--- config.mk ---
export PLATFORM = sky130hd
export DESIGN_NAME = rr_stream_mux
export DESIGN_NICKNAME = d
export VERILOG_FILES = /design/src/rtl/rr_stream_mux.sv
export SDC_FILE = /design/constraint.sdc
export NUM_CORES = 1
export LEC_CHECK = 0
export CAP_MARGIN = 20
export CELL_PAD_IN_SITES_DETAIL_PLACEMENT = 1
export CELL_PAD_IN_SITES_GLOBAL_PLACEMENT = 2
export CORE_AREA = 3 3 58 60
export DETAILED_ROUTE_END_ITERATION = 8
export DIE_AREA = 0 0 61 63
export GPL_TIMING_DRIVEN = 0
export PLACE_DENSITY = 0.81
export SETUP_SLACK_MARGIN = 0.1
export SYNTH_ARGS = -nofsm -noshare
export SYNTH_HDL_FRONTEND = slang
export SYNTH_SLANG_ARGS = --single-unit
--- constraint.sdc ---
create_clock -name clk -period 2.4 [get_ports clk]
set_input_delay 0.48 -clock clk [delete_from_list [all_inputs] [get_ports clk]]
set_output_delay 0.48 -clock clk [all_outputs]
set_load 0.05 [all_outputs]
--- src/rtl/rr_stream_mux.sv ---
// Stream multiplexer: one of CHANNELS valid/ready inputs is forwarded to a single
// registered output, picked by an explicit select (MODE=0) or round-robin (MODE=1).
module rr_stream_mux #(
    parameter int WIDTH    = 4,
    parameter int CHANNELS = 4,
    parameter int SELW     = 2,
    parameter int MODE     = 0
) (
    input  logic                      clk,
    input  logic                      rst_n,
    input  logic [CHANNELS*WIDTH-1:0] in_data,
    input  logic [CHANNELS-1:0]       in_valid,
    output logic [CHANNELS-1:0]       in_ready,
    input  logic [SELW-1:0]           sel,
    output logic [WIDTH-1:0]          out_data,
    output logic [SELW-1:0]           out_chan,
    output logic                      out_valid,
    input  logic                      out_ready
);

    logic [WIDTH-1:0] out_data_q,  out_data_d;
    logic [SELW-1:0]  out_chan_q,  out_chan_d;
    logic             out_valid_q, out_valid_d;
    logic [SELW-1:0]  ptr_q,       ptr_d;

    logic             load;
    logic             gnt_valid;
    logic [SELW-1:0]  gnt_idx;

    // Channel index reached k steps after base, wrapping at CHANNELS (not 2**SELW).
    function automatic logic [SELW-1:0] wrap_add(input logic [SELW-1:0] base, input int k);
        int sum;
        sum = int'(base) + k;
        if (sum >= CHANNELS) sum = sum - CHANNELS;
        return SELW'(sum);
    endfunction

    // The slot is free when empty or being drained this cycle; out_ready never
    // reaches the data path, only this enable.
    assign load = !out_valid_q || out_ready;

    // NOTE: every signal assigned in always_comb gets a default first; a path that
    // leaves one unassigned would infer a latch.
    always_comb begin
        gnt_valid = 1'b0;
        gnt_idx   = '0;
        if (MODE == 0) begin
            if ((int'(sel) < CHANNELS) && in_valid[sel]) begin
                gnt_valid = 1'b1;
                gnt_idx   = sel;
            end
        end else begin
            // Walk ptr+1, ptr+2, ... so the last winner has lowest priority.
            for (int k = 1; k <= CHANNELS; k++) begin
                if (!gnt_valid && in_valid[wrap_add(ptr_q, k)]) begin
                    gnt_valid = 1'b1;
                    gnt_idx   = wrap_add(ptr_q, k);
                end
            end
        end
    end

    always_comb begin
        in_ready = '0;
        if (rst_n && load && gnt_valid) begin
            in_ready = CHANNELS'(1) << gnt_idx;
        end
    end

    always_comb begin
        out_data_d  = out_data_q;
        out_chan_d  = out_chan_q;
        out_valid_d = out_valid_q;
        ptr_d       = ptr_q;
        if (load) begin
            if (gnt_valid) begin
                out_valid_d = 1'b1;
                out_data_d  = in_data[int'(gnt_idx)*WIDTH +: WIDTH];
                out_chan_d  = gnt_idx;
                if (MODE == 1) ptr_d = gnt_idx;
            end else begin
                out_valid_d = 1'b0;
            end
        end
    end

    // NOTE: sequential state uses non-blocking assignments so every register
    // samples the pre-edge values regardless of statement order.
    always_ff @(posedge clk) begin
        if (!rst_n) begin
            out_data_q  <= '0;
            out_chan_q  <= '0;
            out_valid_q <= 1'b0;
            ptr_q       <= SELW'(CHANNELS - 1);
        end else begin
            out_data_q  <= out_data_d;
            out_chan_q  <= out_chan_d;
            out_valid_q <= out_valid_d;
            ptr_q       <= ptr_d;
        end
    end

    assign out_data  = out_data_q;
    assign out_chan  = out_chan_q;
    assign out_valid = out_valid_q;

endmodule

==> flow_metrics.py <==
metrics = {
    "finish": {
        "diodes": 0,
        "mostFrequentLayoutCell": "clkdlybuf4s50_1",
        "drive_gt1_share_pct": 28.6,
        "nNetsFinal": 124,
        "stdcell_area_um2": 972,
        "final_cell_mix": "clkdlybuf4s50_1 (25), nand2_1 (14), dfxtp_1 (7)",
        "fillers": 356,
        "area_growth_pct": 91.4,
    },
    "setup_path": {
        "critPathArrivalTime_ns": 1.76,
        "crit_type": "input pin to primary output",
        "cp_max_fo": 4,
        "crit_path_start_kind": "input pin",
        "end_kind": "primary output",
        "cp.required_ns": 1.92,
    },
    "job": {
        "drv_cap": 0,
    },
    "timing": {
        "skew_ns": 0.000205,
        "setup_viol_count_final": 0,
        "drv_slew": 0,
        "worst_slew_pin_slew_ns": 0.501,
        "relSlewSlack_pct": 66.5,
        "layout_min_cycle_time_ns": 2.24,
        "finalCritPeriodShare_pct": 93.4,
        "rsz0062_at_grt": "false",
        "timing.fmax_mhz": 446,
        "setup_tns_ns": 0,
        "hold_viol": 0,
    },
    "global_route": {
        "gr-total-overflow": 0,
        "grt_pass1_wl_um": 2600,
        "gr-usage-all-layers_pct": 9.01,
        "grt_max_degree": 11,
        "antenna_found_initial": 0,
        "grt_pass1_vias": 617,
    },
    "run_status": {
        "status": "complete, no violations",
    },
    "synth": {
        "syn_area_um2": 508,
        "ys_seq_elements": 7,
        "synth_cells": 57,
        "synth_warnings": 0,
        "synth_fp_nets": 82,
        "synth.avg_cell_area_um2": 8.91,
        "ys_types": 20,
        "yosysSeqAreaShare_pct": 27.6,
    },
    "min_path": {
        "hp-class": "flip-flop to flip-flop",
    },
    "clocking": {
        "cts_made_buffers": 3,
        "cts_num_sinks": 7,
        "root_buffer": "clkbuf_4",
        "path_clk_slew_ns": 0.05,
        "cts_tree": "done",
        "h-tree-depth": 1,
        "clk_latency_ns": 0.25,
        "ctsHoldBuffers": 0,
        "clockBufferDepth": 2,
    },
    "detailed_routing": {
        "routedWlPerCell_um": 12.6,
        "vias_per_cell": 4.27,
        "drcViolationCount": 0,
        "first_pass_iters": 3,
        "vias": 560,
        "drt_iter0_markers": 7,
        "wirelength_um": 1650,
        "ant_nets": 0,
    },
    "power": {
        "p_sw_w": 0.000159,
        "vdd.ir_drop.worst_mv": 0.120,
        "pwr-share-comb_pct": 46.0,
        "switching_share_pct": 35.0,
        "p_seq_share_pct": 29.9,
        "p_per_area_mw_per_mm2": 466,
        "power_w": 0.000453,
        "p_leak_nw": 0.403,
        "p_clk_share_pct": 24.1,
        "p_int_w": 0.000294,
    },
    "floorplanning": {
        "initial_core_util_pct": 17.1,
        "die_y_um": 63,
        "fp.coreArea_mm2": 0.00298,
        "rows": 20,
        "die_w_um": 61,
        "die-area_mm2": 0.00384,
        "io_pins": 36,
    },
    "placed_design": {
        "dp_hpwl_um": 1330,
        "post_dp_cell_area_um2": 905,
        "port_buffers": 35,
        "gp_congestion": 0.624,
    },
}
routing by layer:
layer	global-route usage, %	vias to the layer above	part of all wire [%]
met2	16.2	18	55
met1	9.48	258	38
met4	5.69	0	1.7
li1	-	282	-
met3	0.826	2	6.1
met5	0	-	0
flip-flops by register name, indices dropped and copies added (netlist names):
name	count
out_data	4
out_chan	2
out_valid	1
logic make-up after synthesis:
| kind of cell | count (synthesis) | synth area share (%) |
|---|---|---|
| and+or+nand+nor | 25 | 24.9 |
| buffers and inverters | 4 | 7.39 |
| DFF | 7 | 27.6 |
| AOI/OAI and AO/OA | 11 | 14.0 |
| muxes | 10 | 26.1 |
critical path: stages:
cell and delay, ns:
clkdlybuf4s15_1 0.19, mux4_2 0.49, and2_4 0.18, buf_8 0.12, nand2_8 0.09, nor3_4 0.05, buf_6 0.16
cell usage after synthesis:
cell type  count  area (um2)
a21boi_0       3        22.5
a31oi_1        4        25.0
and2_4         1        8.76
buf_6          3        33.8
dfxtp_1        7         140
inv_1          1        3.75
mux2_4         4        60.1
mux2i_1        5        50.1
mux4_2         1        22.5
nand2_1       14        52.6
nand2_4        1        11.3
nand2b_1       1        6.26
nand3_1        1        5.00
nand3b_1       1        7.51
nor2_1         3        11.3
nor2b_1        1        6.26
nor3_1         1        5.00
nor3b_2        1        12.5
o21ai_1        3        15.0
o21ai_2        1        8.76
layout make-up:
| type | instances | area, um2 | area share, % |
|---|---|---|---|
| Multi-Input combinational cell | 46 | 369 | 38.0 |
| Sequential cell | 7 | 140 | 14.4 |
| Clock buffer | 4 | 26.3 | 2.70 |
| Tap cell | 33 | 41.3 | 4.25 |
| Buffer | 3 | 37.5 | 3.86 |
| Inverter | 1 | 3.75 | 0.386 |
| Timing Repair Buffer | 37 | 354 | 36.4 |
repair_timing:
action	4_1_cts	5_1_grt
resized for setup	40	10
hold endpoints to repair	0	0
buffers inserted	2	0
setup endpoints to repair	4	4
pin swaps	2	2
through the flow:
| step | util, % | hold WS [ns] | std cells | worst slack (ns) |
|---|---|---|---|---|
| 4_1_cts | 32.4 | 0.490 | 131 | 0.107 |
| 6_report | 32.6 | 0.469 | 131 | 0.157 |
| 5_1_grt | 32.6 | 0.508 | 131 | 0.109 |
| 3_3_place_gp | 30.4 | 0.459 | 125 | -0.795 |
| 2_1_floorplan | - | 0.591 | 57 | 0.104 |
| 3_5_place_dp | 30.4 | 0.482 | 125 | -0.842 |
final timing paths:
kind                            cells past startpoint   startpoint     endpoint  slack [ns]
worst max-delay path                                7  in_valid[2]  in_ready[0]        0.16
worst min-delay path                                2  out_chan[1]  out_chan[1]        0.47
worst max register to register                      6    out_valid  out_data[1]        1.23
worst min register to register                      2  out_chan[1]  out_chan[1]        0.47
power by group through the flow:
stage	logic [W]	registers (W)	clock network [W]
after floorplan	0.0000736	0.000178	0
after global placement	0.000194	0.000137	0
after detailed placement	0.000196	0.000137	0
after CTS	0.000206	0.000135	0.000115
after global routing	0.000222	0.000137	0.000120
final	0.000209	0.000136	0.000109
(Power assumes the default switching activity.)
